File: src/rtl/life_pkg.sv
// life_pkg: shared constants and types for the Game-of-Life generation
// sequencer and its neighbour-address helper.
//   GRID_W / GRID_H    default grid size (x 0..159, y 0..119)
//   X_W / Y_W          coordinate widths
//   INIT_COL           column seeded alive by a load command
//   ALIVE/DEAD_COLOUR  VGA colours for live / dead cells
//   gen_state_e        sequencer states
package life_pkg;

  localparam int GRID_W   = 160;
  localparam int GRID_H   = 120;
  localparam int X_W      = 8;
  localparam int Y_W      = 7;
  localparam int INIT_COL = 50;

  localparam logic [2:0] ALIVE_COLOUR = 3'b111;
  localparam logic [2:0] DEAD_COLOUR  = 3'b000;

  typedef enum logic [2:0] {
    S_IDLE,
    S_INIT,
    S_COMPUTE,
    S_SWAP,
    S_DRAW
  } gen_state_e;

endpackage

File: src/rtl/life_nbr_addr.sv
// life_nbr_addr: combinational toroidal neighbour address.
//   cx, cy  centre cell
//   idx     offset index 0..8, dy-major then dx: idx = (dy+1)*3 + (dx+1);
//           idx 4 is the centre itself, values above 8 return the centre
//   nx, ny  wrapped neighbour coordinates
module life_nbr_addr
  import life_pkg::*;
#(
  parameter int COLS = GRID_W,
  parameter int ROWS = GRID_H
) (
  input  logic [X_W-1:0] cx,
  input  logic [Y_W-1:0] cy,
  input  logic [3:0]     idx,
  output logic [X_W-1:0] nx,
  output logic [Y_W-1:0] ny
);

  localparam logic [X_W-1:0] X_LAST = X_W'(COLS - 1);
  localparam logic [Y_W-1:0] Y_LAST = Y_W'(ROWS - 1);

  always_comb begin
    nx = cx;
    ny = cy;
    // dx column of the 3x3 window
    case (idx)
      4'd0, 4'd3, 4'd6: nx = (cx == '0) ? X_LAST : cx - 1'b1;
      4'd2, 4'd5, 4'd8: nx = (cx == X_LAST) ? '0 : cx + 1'b1;
      default: ;
    endcase
    // dy row of the 3x3 window
    case (idx)
      4'd0, 4'd1, 4'd2: ny = (cy == '0) ? Y_LAST : cy - 1'b1;
      4'd6, 4'd7, 4'd8: ny = (cy == Y_LAST) ? '0 : cy + 1'b1;
      default: ;
    endcase
  end

endmodule

File: src/rtl/life_gen_controller.sv
// life_gen_controller: Game-of-Life generation sequencer.
//   clock, reset        system clock, synchronous active-high reset
//   load, step, tick    single-cycle commands; run is a level enabling tick
//   rd_x/rd_y/rd_bank   cell read address; rd_data returns one cycle later
//   wr_en/wr_x/wr_y/wr_bank/wr_data   cell write port
//   x/y/colour/writeEn  VGA plot stream
//   busy                high whenever the sequencer is not IDLE
//   gen_count           generations since reset/load (wrapping)
//   state_dbg           current sequencer state
//
// Command handshake: load, step and (run & tick) are sampled only while the
// sequencer is IDLE, with priority load > step > run&tick. Anything arriving
// while busy is dropped; there is no request queue and no back-pressure.
module life_gen_controller
  import life_pkg::*;
#(
  parameter int COLS     = GRID_W,
  parameter int ROWS     = GRID_H,
  parameter int SEED_COL = INIT_COL
) (
  input  logic             clock,
  input  logic             reset,
  input  logic             load,
  input  logic             step,
  input  logic             run,
  input  logic             tick,
  output logic [X_W-1:0]   rd_x,
  output logic [Y_W-1:0]   rd_y,
  output logic             rd_bank,
  input  logic             rd_data,
  output logic             wr_en,
  output logic [X_W-1:0]   wr_x,
  output logic [Y_W-1:0]   wr_y,
  output logic             wr_bank,
  output logic             wr_data,
  output logic [X_W-1:0]   x,
  output logic [Y_W-1:0]   y,
  output logic [2:0]       colour,
  output logic             writeEn,
  output logic             busy,
  output logic [15:0]      gen_count,
  output gen_state_e       state_dbg
);

  localparam logic [X_W-1:0] X_LAST = X_W'(COLS - 1);
  localparam logic [Y_W-1:0] Y_LAST = Y_W'(ROWS - 1);
  localparam logic [X_W-1:0] X_SEED = X_W'(SEED_COL);

  gen_state_e     state, next_state;
  logic           front;
  logic [X_W-1:0] cx;
  logic [Y_W-1:0] cy;
  logic [3:0]     phase;       // 0..9 within one COMPUTE cell
  logic [3:0]     nbr_cnt;     // neighbours seen so far (excludes last one)
  logic           self_q;
  logic           draw_tail;   // final DRAW cycle: last plot, no read
  logic           plot_pend;
  logic [X_W-1:0] plot_x;
  logic [Y_W-1:0] plot_y;

  logic           cell_adv;
  logic           last_cell;
  logic [X_W-1:0] nbr_x;
  logic [Y_W-1:0] nbr_y;
  logic [3:0]     n_total;
  logic           next_cell;

  life_nbr_addr #(.COLS(COLS), .ROWS(ROWS)) u_nbr (
    .cx  (cx),
    .cy  (cy),
    .idx (phase),
    .nx  (nbr_x),
    .ny  (nbr_y)
  );

  assign last_cell = (cx == X_LAST) && (cy == Y_LAST);
  // At phase 9 rd_data carries the eighth neighbour (offset +1,+1).
  assign n_total   = nbr_cnt + {3'b000, rd_data};
  assign next_cell = (n_total == 4'd3) || (self_q && (n_total == 4'd2));

  always_comb begin
    next_state = state;
    cell_adv   = 1'b0;
    rd_x       = '0;
    rd_y       = '0;
    rd_bank    = front;
    wr_en      = 1'b0;
    wr_x       = '0;
    wr_y       = '0;
    wr_bank    = front;
    wr_data    = 1'b0;
    case (state)
      S_IDLE: begin
        if (load)             next_state = S_INIT;
        else if (step)        next_state = S_COMPUTE;
        else if (run && tick) next_state = S_COMPUTE;
      end
      S_INIT: begin
        wr_en    = 1'b1;
        wr_x     = cx;
        wr_y     = cy;
        wr_data  = (cx == X_SEED);
        cell_adv = 1'b1;
        if (last_cell) next_state = S_DRAW;
      end
      S_COMPUTE: begin
        if (phase <= 4'd8) begin
          rd_x = nbr_x;
          rd_y = nbr_y;
        end else begin
          // Always the back bank, so never the bank being read.
          wr_en    = 1'b1;
          wr_x     = cx;
          wr_y     = cy;
          wr_bank  = ~front;
          wr_data  = next_cell;
          cell_adv = 1'b1;
          if (last_cell) next_state = S_SWAP;
        end
      end
      S_SWAP: next_state = S_DRAW;
      S_DRAW: begin
        if (!draw_tail) begin
          rd_x     = cx;
          rd_y     = cy;
          cell_adv = 1'b1;
        end else begin
          next_state = S_IDLE;
        end
      end
      default: next_state = S_IDLE;
    endcase
  end

  always_ff @(posedge clock) begin
    if (reset) begin
      state     <= S_IDLE;
      front     <= 1'b0;
      gen_count <= '0;
      cx        <= '0;
      cy        <= '0;
      phase     <= '0;
      nbr_cnt   <= '0;
      self_q    <= 1'b0;
      draw_tail <= 1'b0;
      plot_pend <= 1'b0;
      plot_x    <= '0;
      plot_y    <= '0;
    end else begin
      state <= next_state;

      // Shared row-major scan counter; wraps to 0 after the last cell so
      // every pass starts at (0,0).
      if (cell_adv) begin
        if (cx == X_LAST) begin
          cx <= '0;
          cy <= (cy == Y_LAST) ? '0 : cy + 1'b1;
        end else begin
          cx <= cx + 1'b1;
        end
      end

      if (state == S_COMPUTE) begin
        phase <= (phase == 4'd9) ? 4'd0 : phase + 4'd1;
        // rd_data at phase k belongs to offset k-1; phase 5 is the centre.
        if (phase == 4'd0)      nbr_cnt <= '0;
        else if (phase == 4'd5) self_q  <= rd_data;
        else                    nbr_cnt <= nbr_cnt + {3'b000, rd_data};
      end else begin
        phase <= '0;
      end

      if (state == S_INIT && last_cell) gen_count <= '0;

      if (state == S_SWAP) begin
        front     <= ~front;
        gen_count <= gen_count + 16'd1;
      end

      draw_tail <= (state == S_DRAW) && (draw_tail || last_cell);
      plot_pend <= (state == S_DRAW) && !draw_tail;
      if (state == S_DRAW && !draw_tail) begin
        plot_x <= cx;
        plot_y <= cy;
      end
    end
  end

  assign writeEn   = plot_pend;
  assign x         = plot_x;
  assign y         = plot_y;
  assign colour    = (plot_pend && rd_data) ? ALIVE_COLOUR : DEAD_COLOUR;
  assign busy      = (state != S_IDLE);
  assign state_dbg = state;

endmodule

File: config.mk
export PLATFORM = sky130hd
export DESIGN_NAME = life_gen_controller
export DESIGN_NICKNAME = d
export VERILOG_FILES = /design/src/rtl/life_pkg.sv /design/src/rtl/life_nbr_addr.sv /design/src/rtl/life_gen_controller.sv
export SDC_FILE = /design/constraint.sdc
export NUM_CORES = 1
export LEC_CHECK = 0
export CAP_MARGIN = 10
export CORE_ASPECT_RATIO = 1.4
export CORE_MARGIN = 4
export CORE_UTILIZATION = 40
export CTS_BUF_LIST = sky130_fd_sc_hd__clkbuf_8 sky130_fd_sc_hd__clkbuf_16
export CTS_CLUSTER_DIAMETER = 100
export DETAILED_ROUTE_END_ITERATION = 10
export PLACE_DENSITY = 0.73
export SLEW_MARGIN = 20
export SYNTH_ARGS = -nofsm -noshare
export SYNTH_HDL_FRONTEND = slang
export SYNTH_HIERARCHICAL = 1
export SYNTH_SLANG_ARGS = --single-unit
File: constraint.sdc
create_clock -name clock -period 3.5 [get_ports clock]
set_clock_uncertainty 0.05 [all_clocks]
set_input_delay 0.525 -clock clock [delete_from_list [all_inputs] [get_ports clock]]
set_output_delay 0.525 -clock clock [all_outputs]
set_load 0.05 [all_outputs]
**After elaboration in Yosys (flattened, before gate mapping)**

Cells that the tools add are included.

- Input port bits: 7
- Memory bits (writable): 0
- ROM bits: 0
- Flip-flop bits (word level): 61
- Word-level logic and storage cells: 108
- Memories kept: 0
- Bits in latches: 0
- Output and inout bits: 73

- Bitwise logic cells: 3
- Mux-type cells: 37
- Equality and inequality tests: 23
- $mul: 0
- Reductions and logical operators: 25
- Add/subtract/negate cells: 7
- Magnitude comparators: 1
- Shift operators: 0
- Divide/modulo/power cells: 0

Operator list:

| cell | count |
|---|---|
| $pmux 8 s2 | 3 |
| $pmux 7 s2 | 3 |
| $mux 8 | 5 |
| $mux 7 | 5 |
| $mux 16 | 2 |
| $mux 3 | 8 |
| $add 16x1->16 const B | 1 |
| $eq 4x2->1 const B | 4 |
| $pmux 3 s5 | 1 |
| $reduce_or 3->1 | 5 |
| $eq 4x3->1 const B | 3 |
| $ne 2x2->1 const B | 5 |
| $add 8x1->8 const B | 1 |
| $eq 4x4->1 const B | 2 |
| $eq 8x6->1 const B | 1 |
| $eq 8x8->1 const B | 1 |
| $logic_not 8->1 | 1 |
| $mux 4 | 2 |
| $sub 8x1->8 const B | 1 |
| $add 7x1->7 const B | 1 |
| $eq 7x7->1 const B | 1 |
| $logic_and 1x1->1 | 7 |
| $logic_not 7->1 | 1 |
| $sub 7x1->7 const B | 1 |
| 21 further kinds | 31 |

**Longest topological paths before layout**

Gate-level depths: netlist of run 1.

- Depth in word-level cells: 6
- Depth in mapped cells: 9
- Gate-level depth less buffers: 9

**Hierarchy**

Netlist of run 1, hierarchy kept.

Modules (own cells, without submodules):

| module | instances | cells each | area an instance (um^2) | sequential area each (um^2) |
|---|---|---|---|---|
| life_gen_controller | 1 | 411 | 3239.4 | 1221.2 |
| life_nbr_addr | 1 | 122 | 843.3 | 0.0 |

**Least setup slack after synthesis of run 1**

Ideal clock, no wire load.

- Path type: register -> output
- Start point: register state[1], in the netlist state_dbg[1]
- End point: output wr_x[0]
- Required time: 2.925 ns
- Slack: 0.411 ns
- Cell stages (with the launch flop): 6
- Buffers on the path: 2
- Arrival time: 2.514 ns
- Cells stage by stage: dfxtp_1 -> buf_2 -> nand4b_1 -> a21oi_1 -> clkbuf_1 -> and2_1

- Cells in the longest elaborated chain, start to end: 2
- Elaborated cells on any way between the ends: 3
- Those cells by class: eq/ne: 2; mux: 1

Ends and longest elaborated chain:

| what | line | text |
|---|---|---|
| start: declaration | life_gen_controller.sv:49 | `gen_state_e state, next_state;` |
| start signal: assignment | life_gen_controller.sv:150 | `state <= next_state;` |
| $eq 3x2->1 / $eq 3x1->1 (equally long branches) | life_gen_controller.sv:92 | `case (state)` |
| $pmux 8 s2 * | life_gen_controller.sv:92 |  |
| end: declaration | life_gen_controller.sv:32 | `output logic [X_W-1:0] wr_x,` |

Every way passes the cells marked *; elsewhere a longest branch is shown, timed or not.

**Worst setup path in the final report of run 1**

- Start point: register phase[3]
- End point: output rd_x[2]

- Cells in the longest elaborated chain, start to end: 5
- Elaborated cells on any way between the ends: 12
- Those cells by class: order compare: 1; eq/ne: 5; mux: 3; reduce/logical: 3

Ends and longest elaborated chain:

| what | line | text |
|---|---|---|
| start: declaration | life_gen_controller.sv:53 | `logic [3:0] phase;` |
| start signal: assignment | life_gen_controller.sv:164 | `phase <= (phase == 4'd9) ? 4'd0 : phase + 4'd1;` |
| $eq 4x3->1 (tied with other cells) | life_nbr_addr.sv:26 | `case (idx)` |
| $reduce_or 3->1 | life_nbr_addr.sv:26 |  |
| $pmux 8 s2 * | life_nbr_addr.sv:26 |  |
| named net nbr_x[2] | life_gen_controller.sv:63 | `logic [X_W-1:0] nbr_x;` |
| $mux 8 * | life_gen_controller.sv:107 | `if (phase <= 4'd8) begin` |
| $pmux 8 s2 * | life_gen_controller.sv:92 |  |
| end: declaration | life_gen_controller.sv:27 | `output logic [X_W-1:0] rd_x,` |

Mark *: on every way through the listed nets, which the timed path passes. The rest lies on a longest branch.

==> results.json, run 1 <==
{
  "status": "finished clean",
  "worst-setup-path-type": "reg2out",
  "place_hpwl_um": 8830,
  "synth_fa_ha_area_frac": 0.0398,
  "syn_to_final_growth_pct": 36.7,
  "internal_power_w": 0.00185,
  "power.switching_w": 0.00112,
  "cp_slowest_stage_delay_ps": 720,
  "synth_top_flop_cell": "dfxtp_1",
  "gp_congestion": 0.946,
  "cap_violations": 0,
  "pwr-share-clk": 0.328,
  "r2r-start": "cx[0]$_SDFFE_PP0P_",
  "p_leak_nw": 2.08,
  "cts.path.max_buffers": 2,
  "clock_latency_ps": 330,
  "antenna_found_initial": 0,
  "cp_cell_sequence": "nor2b_2 > a32oi_2 > a41oi_2 > a221oi_1 > a21oi_1 > nand2_1 > nand2_1 > buf_12",
  "drcViolationCount": 0,
  "dieArea_mm2": 0.0119,
  "peakVddDrop_uv": 317,
  "pre_cts_ws_ps": 557,
  "ys_warn_count": 6,
  "ys_top_cells_by_count": "91 x nand2_1, 61 x dfxtp_1, 43 x a21oi_1",
  "grt_pass1_wl_um": 20000,
  "syn-num-nets": 553,
  "clk_pin_slew_ps": 50,
  "worstReg2RegEnd": "gen_count[13]$_SDFFE_PP0P_",
  "rrSetupSlack_ps": 1040,
  "synth_top_family_by_area": "simple AND/OR/NAND/NOR gates",
  "cts_hold_buffers": 0,
  "vias_per_cell": 5.90,
  "synthArstFlopShare": 0,
  "drive_gt1_frac": 0.129,
  "synth_seq_cells": 61,
  "ys_top_cells_by_area": "dfxtp_1 30%, nand2_1 8.4%, a21oi_1 5.3%",
  "critPathLaunchType": "flop",
  "switching_share": 0.376,
  "die_h_um": 128,
  "synthMuxAreaShare": 0.0230,
  "start_util": 0.410,
  "track_usage": 0.208,
  "power_density_mw_per_mm2": 532,
  "grt_max_degree": 43,
  "synth_compound_area_frac": 0.241,
  "vias": 4358,
  "max_slew_margin": 0.388,
  "cts_tree": "yes",
  "setup_violations": 0,
  "crit_path_top_delay_cell": "dfxtp_1",
  "coreArea_mm2": 0.00995,
  "tightest_slew_ps": 905,
  "drt.antenna.violating_nets": 0,
  "crit_path_frequent_cell": "nand2_1",
  "synth_area_mm2": 0.00408,
  "endpoint_kind": "output port",
  "cts_sinks": 61,
  "worstPathRequired_ps": 2920,
  "grt-ovfl-total": 0,
  "min_from": "x[1]$_SDFFE_PP0P_",
  "critPathBufInv": 1,
  "finalSetupTns_ps": 0,
  "min_path_type": "reg2reg",
  "hold_viol_final": 0,
  "drt_iter0_markers": 363,
  "netlist.area_leader.share": 0.299,
  "final_nets": 619,
  "whs_ps": 401,
  "ys_types": 80,
  "wl_per_cell_um": 16.6,
  "min_to": "x[1]$_SDFFE_PP0P_",
  "synth-simple-area-share": 0.325,
  "wl_um": 12200,
  "whs_path_depth": 2,
  "slew_violations": 0,
  "post-cts-setup-buffer-count": 0,
  "layout_min_cycle_time_ps": 3290,
  "die_w_um": 93.4,
  "firstDrtPassIters": 5,
  "grt_pass1_vias": 4155,
  "synthXorXnorAreaFrac": 0.0236,
  "synthesis.instances": 533,
  "cts_made_buffers": 9,
  "rsz0062_at_grt": "no",
  "combPwrFrac": 0.400,
  "crit_path_max_fanout": 17,
  "max_clock_freq_mhz": 304,
  "setup_ws_ps": 213,
  "row_count": 43,
  "n_antenna_cell": 0,
  "yosys.area.top_type": "dfxtp_1",
  "root_buffer": "clkbuf_16",
  "rr_worst_depth": 5,
  "layout_worst_path_cycle_share": 0.939,
  "seqPwrFrac": 0.272,
  "htree_levels": 3,
  "ys_seq_area_frac": 0.299,
  "critPathArrivalTime_ps": 2710,
  "synth_edf_count": 0,
  "cp_top_family": "compound AO/OA/AOI/OAI gates",
  "yosysMostFrequentCell": "nand2_1",
  "io_buffer_count": 79,
  "io_pins": 80,
  "avgSynthCellArea_um2": 7.66
}
==> power groups by stage <==
stage / sequential (W) / clock [W] / combinational, W
3_3_place_gp: 0.000813 / 0 / 0.00115
5_1_grt: 0.000820 / 0.00102 / 0.00127
6_report: 0.000810 / 0.000974 / 0.00119
3_5_place_dp: 0.000820 / 0 / 0.00117
4_1_cts: 0.000805 / 0.000995 / 0.00118
2_1_floorplan: 0.000827 / 0 / 0.000743
==> worst reg2reg max path, stage by stage, from the launching register on <==
cell	delay (ps)
dfxtp_1	570
ha_1	270
and4bb_2	300
a41oi_1	250
nor2_1	680
a311oi_1	200
==> how the worst max path moves through the flow <==
stage | start | end | slack, ps | depth (start not counted)
3_3_place_gp | state_dbg[1]$_SDFFE_PP0P_ | wr_bank | 650 | 4
6_report | phase[3]$_SDFF_PP0_ | rd_x[2] | 210 | 8
3_5_place_dp | state_dbg[1]$_SDFFE_PP0P_ | wr_bank | 560 | 4
2_1_floorplan | state_dbg[1]$_SDFFE_PP0P_ | wr_x[0] | 410 | 5
5_1_grt | state_dbg[1]$_SDFFE_PP0P_ | wr_bank | 60 | 4
4_1_cts | state_dbg[1]$_SDFFE_PP0P_ | wr_bank | 180 | 4
==> kinds of logic after synthesis <==
group	after synthesis
AO/OA/AOI/OAI	142
flip-flops	61
multiplexers	9
XOR/XNOR	11
adder cells (fa/ha/maj)	13
buffers and inverters	46
AND/OR/NAND/NOR	251
==> state kept, by name, summed over array words and instances (netlist names) <==
register   flops
x              8
gen_count     16
self_q         1
y              7
nbr_cnt        4
cx             8
state_dbg      3
phase          4
draw_tail      1
rd_bank        1
writeEn        1
cy             7
==> stage by stage <==
stage	utilization	area (µm²)	instances	total power, W
final	0.561	5580	739	0.00297
after global routing	0.561	5580	739	0.00311
after CTS	0.559	5570	739	0.00298
after detailed placement	0.526	5240	723	0.00199
after global placement	0.526	5240	723	0.00196
after floorplan	-	4080	533	0.00157
==> placed cells by master, fill, tap and decap left out, types with 3 or more instances in the layout <==
| cell | Yosys | final |
|---|---|---|
| o21a_1 | 3 | 3 |
| a31o_2 | 3 | 3 |
| or3_1 | 8 | 8 |
| o22ai_1 | 3 | 3 |
| o21ai_0 | 25 | 25 |
| a41oi_1 | 3 | 3 |
| and3_1 | 14 | 14 |
| nand3_1 | 26 | 26 |
| nand2b_1 | 8 | 8 |
| xnor2_1 | 3 | 3 |
| nand2_1 | 91 | 91 |
| ha_1 | 13 | 13 |
| mux2i_1 | 6 | 6 |
| nor2b_1 | 5 | 5 |
| dfxtp_1 | 61 | 61 |
| xor2_1 | 8 | 8 |
| o31ai_1 | 4 | 4 |
| and4_1 | 3 | 3 |
| a31oi_1 | 11 | 11 |
| a22oi_1 | 3 | 3 |
| a21oi_1 | 43 | 43 |
| nor3_1 | 9 | 9 |
| a211oi_1 | 4 | 4 |
| buf_12 | 0 | 30 |
| or4_1 | 8 | 8 |
| nor3b_1 | 3 | 3 |
| nor2_1 | 33 | 33 |
| a311oi_1 | 10 | 10 |
| buf_4 | 3 | 6 |
| and2_1 | 18 | 18 |
| clkbuf_16 | 0 | 9 |
| inv_1 | 18 | 19 |
| clkdlybuf4s50_1 | 0 | 47 |
==> metal layers <==
metal	up-vias	GRT usage	share of wire	routed length, µm
met1	2059	0.241	0.40	4880
met2	186	0.362	0.51	6220
met4	0	0.0958	0.029	357
li1	2081	-	-	-
met5	-	0	0	0
met3	32	0.0459	0.064	779
==> layout make-up <==
type | instances | area, µm²
flip-flops and latches | 61 | 1220
inverters | 18 | 67.6
well taps | 135 | 169
clock buffers | 11 | 253
repair buffers | 83 | 1120
fillers | 915 | 4370
multi-input cells | 426 | 2680
clock inverters | 5 | 73.8
==> what timing repair did <==
| action | CTS | global route |
|---|---|---|
| hold endpoints to repair | 0 | 0 |
| setup endpoints to repair | 0 | 1 |
| resized for setup | 0 | 1 |
(Power assumes the default switching activity.)
==> inputs of run 2 (changes only) <==
--- a/config.mk
+++ b/config.mk
@@ -9,7 +9,6 @@
 export CORE_ASPECT_RATIO = 1.4
 export CORE_MARGIN = 4
 export CORE_UTILIZATION = 40
-export CTS_BUF_LIST = sky130_fd_sc_hd__clkbuf_8 sky130_fd_sc_hd__clkbuf_16
 export CTS_CLUSTER_DIAMETER = 100
 export DETAILED_ROUTE_END_ITERATION = 10
 export PLACE_DENSITY = 0.73
==> run 2 against run 1 <==
Die area unchanged. Non-clock buffer count unchanged. Register-to-register slack about the same. First-iteration DRC count unchanged. Largest power group unchanged.
==> results.json, run 2 (synthesis gave the netlist of run 1 again) <==
{
  "root_buffer": "clkbuf_16",
  "clock_latency_ps": 330,
  "setup_violations": 0,
  "combPwrFrac": 0.399,
  "cts_hold_buffers": 0,
  "cp_slowest_stage_delay_ps": 700,
  "seqPwrFrac": 0.272,
  "internal_power_w": 0.00186,
  "rrSetupSlack_ps": 1040,
  "fin_cells": 739,
  "io_buffer_count": 79,
  "tightest_slew_ps": 905,
  "io_pins": 80,
  "layout_worst_path_cycle_share": 0.935,
  "hold_viol_final": 0,
  "wl_um": 12300,
  "cts_sinks": 61,
  "drive_gt1_frac": 0.129,
  "finalSetupTns_ps": 0,
  "post-cts-setup-buffer-count": 0,
  "pwr-share-clk": 0.328,
  "cap_violations": 0,
  "grt_pass1_vias": 4155,
  "drcViolationCount": 0,
  "max_slew_margin": 0.388,
  "drt_iter0_markers": 363,
  "vias": 4360,
  "power.switching_w": 0.00112,
  "die_h_um": 128,
  "post-route-util": 0.561,
  "stdcell_area_mm2": 0.00558,
  "worstReg2RegEnd": "gen_count[13]$_SDFFE_PP0P_",
  "crit_path_frequent_cell": "nand2_1",
  "layout_commonest_cell": "nand2_1",
  "largest_register_ffs": 16,
  "layout_common_cells": "91 x nand2_1, 61 x dfxtp_1, 47 x clkdlybuf4s50_1",
  "clk_pin_slew_ps": 50,
  "rr_worst_depth": 5,
  "slew_violations": 0,
  "cts.path.max_buffers": 2,
  "cts_made_buffers": 9,
  "drt.antenna.violating_nets": 0,
  "layout_min_cycle_time_ps": 3270,
  "critPathLaunchType": "flop",
  "htree_levels": 3,
  "firstDrtPassIters": 5,
  "place_area_mm2": 0.00524,
  "antenna_found_initial": 0,
  "rsz0062_at_grt": "no",
  "r2r-start": "cx[0]$_SDFFE_PP0P_",
  "final_nets": 619,
  "status": "finished clean",
  "crit_path_top_delay_cell": "dfxtp_1",
  "dieArea_mm2": 0.0119,
  "grt-ovfl-total": 0,
  "endpoint_kind": "output port",
  "top_register": "gen_count",
  "coreArea_mm2": 0.00995,
  "grt_max_degree": 43,
  "cp_cell_sequence": "nor2b_2 > a32oi_2 > a41oi_2 > a221oi_1 > a21oi_1 > nand2_1 > nand2_1 > buf_12",
  "power_density_mw_per_mm2": 533,
  "min_to": "x[1]$_SDFFE_PP0P_",
  "syn_to_final_growth_pct": 36.7,
  "dpl.cell_count": 723,
  "crit_path_max_fanout": 17,
  "min_path_type": "reg2reg",
  "min_from": "x[1]$_SDFFE_PP0P_",
  "peakVddDrop_uv": 317,
  "vias_per_cell": 5.90,
  "max_clock_freq_mhz": 306,
  "place_hpwl_um": 8830,
  "p_leak_nw": 2.08,
  "wl_per_cell_um": 16.6,
  "row_count": 43,
  "track_usage": 0.208,
  "switching_share": 0.375,
  "worstPathRequired_ps": 2920,
  "critPathArrivalTime_ps": 2700,
  "die_w_um": 93.4,
  "start_util": 0.410,
  "whs_path_depth": 2,
  "n_antenna_cell": 0,
  "gp_congestion": 0.946,
  "fillers": 915,
  "grt_pass1_wl_um": 20000,
  "cts_tree": "yes",
  "worst-setup-path-type": "reg2out"
}
-- run 2: cell types whose count changed in the layout (fill, tap and decap cells not counted) --
| cell | previous run | this run |
|---|---|---|
| inv_1 | 19 | 18 |
| clkbuf_1 | 0 | 1 |
-- run 2: worst max-delay path by stage --
stage / startpoint / endpoint / depth (start not counted)
finish: phase[3]$_SDFF_PP0_ / rd_x[2] / 8
global route: state_dbg[1]$_SDFFE_PP0P_ / wr_bank / 4
CTS: state_dbg[1]$_SDFFE_PP0P_ / wr_bank / 4
detailed placement: state_dbg[1]$_SDFFE_PP0P_ / wr_bank / 4
global placement: state_dbg[1]$_SDFFE_PP0P_ / wr_bank / 4
floorplan: state_dbg[1]$_SDFFE_PP0P_ / wr_x[0] / 5
-- run 2: repair_timing --
item / CTS / global route
setup endpoints to repair: 0 / 1
gates resized for setup: 0 / 1
endpoints found under the hold margin: 0 / 0
-- run 2: metrics by stage --
stage          setup WS, ps  hold WS (ps)  power (W)
6_report                228           401    0.00297
3_5_place_dp            557           396    0.00199
4_1_cts                 182           404    0.00298
2_1_floorplan           411           398    0.00157
3_3_place_gp            654           395    0.00196
5_1_grt                63.6           426    0.00311
-- run 2: area by class of cell --
| type | instances | area (µm²) | share of cell area |
|---|---|---|---|
| clock buffers | 12 | 256 | 0.0459 |
| clock inverters | 4 | 70.1 | 0.0126 |
| inverters | 18 | 67.6 | 0.0121 |
| multi-input cells | 426 | 2680 | 0.481 |
| flip-flops and latches | 61 | 1220 | 0.219 |
| well taps | 135 | 169 | 0.0303 |
| repair buffers | 83 | 1120 | 0.200 |
-- run 2: metal layers --
layer / track usage / share of wire / vias to the layer above
met1: 0.241 / 0.40 / 2058
met3: 0.0459 / 0.061 / 34
met5: 0 / 0 / -
li1: - / - / 2080
met4: 0.0958 / 0.030 / 0
met2: 0.362 / 0.51 / 188
-- run 2: worst max-delay path: cells and delay by family, from the launching register on --
| kind | cells | cell delay (ps) |
|---|---|---|
| compound gates | 4 | 1190 |
| flops | 1 | 700 |
| simple gates | 3 | 310 |
| buf+inv | 1 | 160 |
-- run 2: power by group through the flow --
stage	registers (W)	logic, W	clock network, W
2_1_floorplan	0.000827	0.000743	0
3_3_place_gp	0.000813	0.00115	0
3_5_place_dp	0.000820	0.00117	0
4_1_cts	0.000805	0.00118	0.000997
5_1_grt	0.000820	0.00127	0.00102
6_report	0.000810	0.00119	0.000977
==> inputs of run 3 (changes only) <==
--- a/config.mk
+++ b/config.mk
@@ -8,10 +8,10 @@
 export CAP_MARGIN = 10
 export CORE_ASPECT_RATIO = 1.4
 export CORE_MARGIN = 4
-export CORE_UTILIZATION = 40
+export CORE_UTILIZATION = 25
 export CTS_CLUSTER_DIAMETER = 100
 export DETAILED_ROUTE_END_ITERATION = 10
-export PLACE_DENSITY = 0.73
+export PLACE_DENSITY = 0.54
 export SLEW_MARGIN = 20
 export SYNTH_ARGS = -nofsm -noshare
 export SYNTH_HDL_FRONTEND = slang
==> run 3 against run 2 <==
Combinational power about the same. Power decreased by 4.7%. Largest cell class unchanged. Routed wire length increased by 6.3%. Via count decreased by 1.7%. Register-to-register slack got worse by 90 ps. First-iteration DRC count decreased by 47%. Fmax increased by 0.36%. Critical endpoint is now wr_bank. Flip-flop and latch count unchanged. Critical path type unchanged. Sequential share of layout area decreased by 0.20 points. Worst setup slack improved by 12 ps. Clock power decreased by 15%.
==> results.json, run 3 (synthesis gave the netlist of run 1 again) <==
{
  "cap_violations": 0,
  "layout_min_cycle_time_ps": 3260,
  "stdcell_area_mm2": 0.00564,
  "cts_hold_buffers": 0,
  "r2r-start": "cx[0]$_SDFFE_PP0P_",
  "internal_power_w": 0.00172,
  "place_area_mm2": 0.00535,
  "die_h_um": 159,
  "tightest_slew_ps": 915,
  "crit_start": "phase[1]$_SDFF_PP0_",
  "setup_violations": 0,
  "wl_met3_um": 804,
  "worst-setup-path-type": "reg2out",
  "grt_pass1_wl_um": 21600,
  "layout_commonest_cell": "nand2_1",
  "seqPwrFrac": 0.281,
  "drive_gt1_frac": 0.134,
  "syn_to_final_growth_pct": 38.0,
  "pwr-share-clk": 0.293,
  "vias_per_cell": 5.32,
  "htree_levels": 3,
  "min_from": "x[1]$_SDFFE_PP0P_",
  "start_util": 0.254,
  "cts.path.max_buffers": 2,
  "wl_um": 13000,
  "gp_congestion": 0.838,
  "endpoint_kind": "output port",
  "combPwrFrac": 0.426,
  "largest_register_ffs": 16,
  "clk_pin_slew_ps": 50,
  "worstPathRequired_ps": 2920,
  "firstDrtPassIters": 6,
  "antenna_found_initial": 0,
  "highest_layer": "met4",
  "slew_violations": 0,
  "grt-ovfl-total": 0,
  "layout_common_cells": "91 x nand2_1, 61 x dfxtp_1, 47 x clkdlybuf4s50_1",
  "final_nets": 621,
  "whs_ps": 404,
  "fin_cells": 805,
  "row_count": 55,
  "hold_viol_final": 0,
  "cts_tree": "yes",
  "power.switching_w": 0.00111,
  "grt_pass1_vias": 4223,
  "dpl.cell_count": 789,
  "drt.antenna.violating_nets": 0,
  "drt_iter0_markers": 194,
  "status": "finished clean",
  "drcViolationCount": 0,
  "dieArea_mm2": 0.0185,
  "post-cts-setup-buffer-count": 0,
  "met2WireLength_um": 6410,
  "critPathArrivalTime_ps": 2690,
  "met1_length_um": 5550,
  "layout_worst_path_cycle_share": 0.932,
  "peakVddDrop_uv": 302,
  "top_register": "gen_count",
  "clock_latency_ps": 330,
  "coreArea_mm2": 0.0161,
  "track_usage": 0.144,
  "power_density_mw_per_mm2": 503,
  "finalSetupTns_ps": 0,
  "io_pins": 80,
  "max_slew_margin": 0.381,
  "n_antenna_cell": 0,
  "critPathLaunchType": "flop",
  "crit_path_max_fanout": 13,
  "p_leak_nw": 2.07,
  "place_hpwl_um": 9290,
  "io_buffer_count": 79,
  "vias": 4286,
  "cts_sinks": 61,
  "cts_made_buffers": 9,
  "rsz0062_at_grt": "no",
  "root_buffer": "clkbuf_16",
  "wl_per_cell_um": 16.2,
  "cts.repair.resized": 0,
  "grt_max_degree": 33,
  "max_clock_freq_mhz": 307,
  "die_w_um": 116,
  "switching_share": 0.393,
  "min_path_type": "reg2reg"
}
run 3: layer usage:
layer / track usage / vias to the layer above
met2: 0.235 / 152
met4: 0.0501 / 0
met5: 0 / -
li1: - / 2096
met3: 0.0369 / 21
met1: 0.181 / 2017
run 3: final timing paths:
kind,end,slack (ps),cells past startpoint
setup reg to reg,gen_count[9]$_SDFFE_PP0P_,950,5
setup / recovery,wr_bank,240,6
hold / removal,x[1]$_SDFFE_PP0P_,400,2
hold reg to reg,x[1]$_SDFFE_PP0P_,400,2
run 3: cell type report:
class                   instances  area [µm²]
clock buffers                  11         253
clock inverters                 5        25.0
fillers                      1706       10500
inverters                      18        67.6
multi-input cells             426        2680
flip-flops and latches         61        1220
well taps                     199         249
repair buffers                 85        1140
run 3: through the flow:
| stage | utilization | setup slack [ps] | power [W] |
|---|---|---|---|
| 6_report | 0.350 | 240 | 0.00283 |
| 5_1_grt | 0.350 | 73.5 | 0.00300 |
| 4_1_cts | 0.349 | 270 | 0.00285 |
| 3_5_place_dp | 0.332 | 655 | 0.00201 |
| 3_3_place_gp | 0.332 | 692 | 0.00199 |
| 2_1_floorplan | - | 411 | 0.00157 |
run 3: power groups by stage:
| stage | clock network, W | registers (W) | logic, W |
|---|---|---|---|
| final | 0.000831 | 0.000796 | 0.00121 |
| after CTS | 0.000857 | 0.000795 | 0.00120 |
| after floorplan | 0 | 0.000827 | 0.000743 |
| after global routing | 0.000891 | 0.000808 | 0.00130 |
| after global placement | 0 | 0.000805 | 0.00119 |
| after detailed placement | 0 | 0.000810 | 0.00120 |
run 3: critical path, stage by stage, from the launching register on:
cell and delay [ps]:
dfxtp_1 570, inv_1 120, ha_1 220, nand2b_1 200, and3_1 250, xor2_1 170
clkdlybuf4s50_1 820
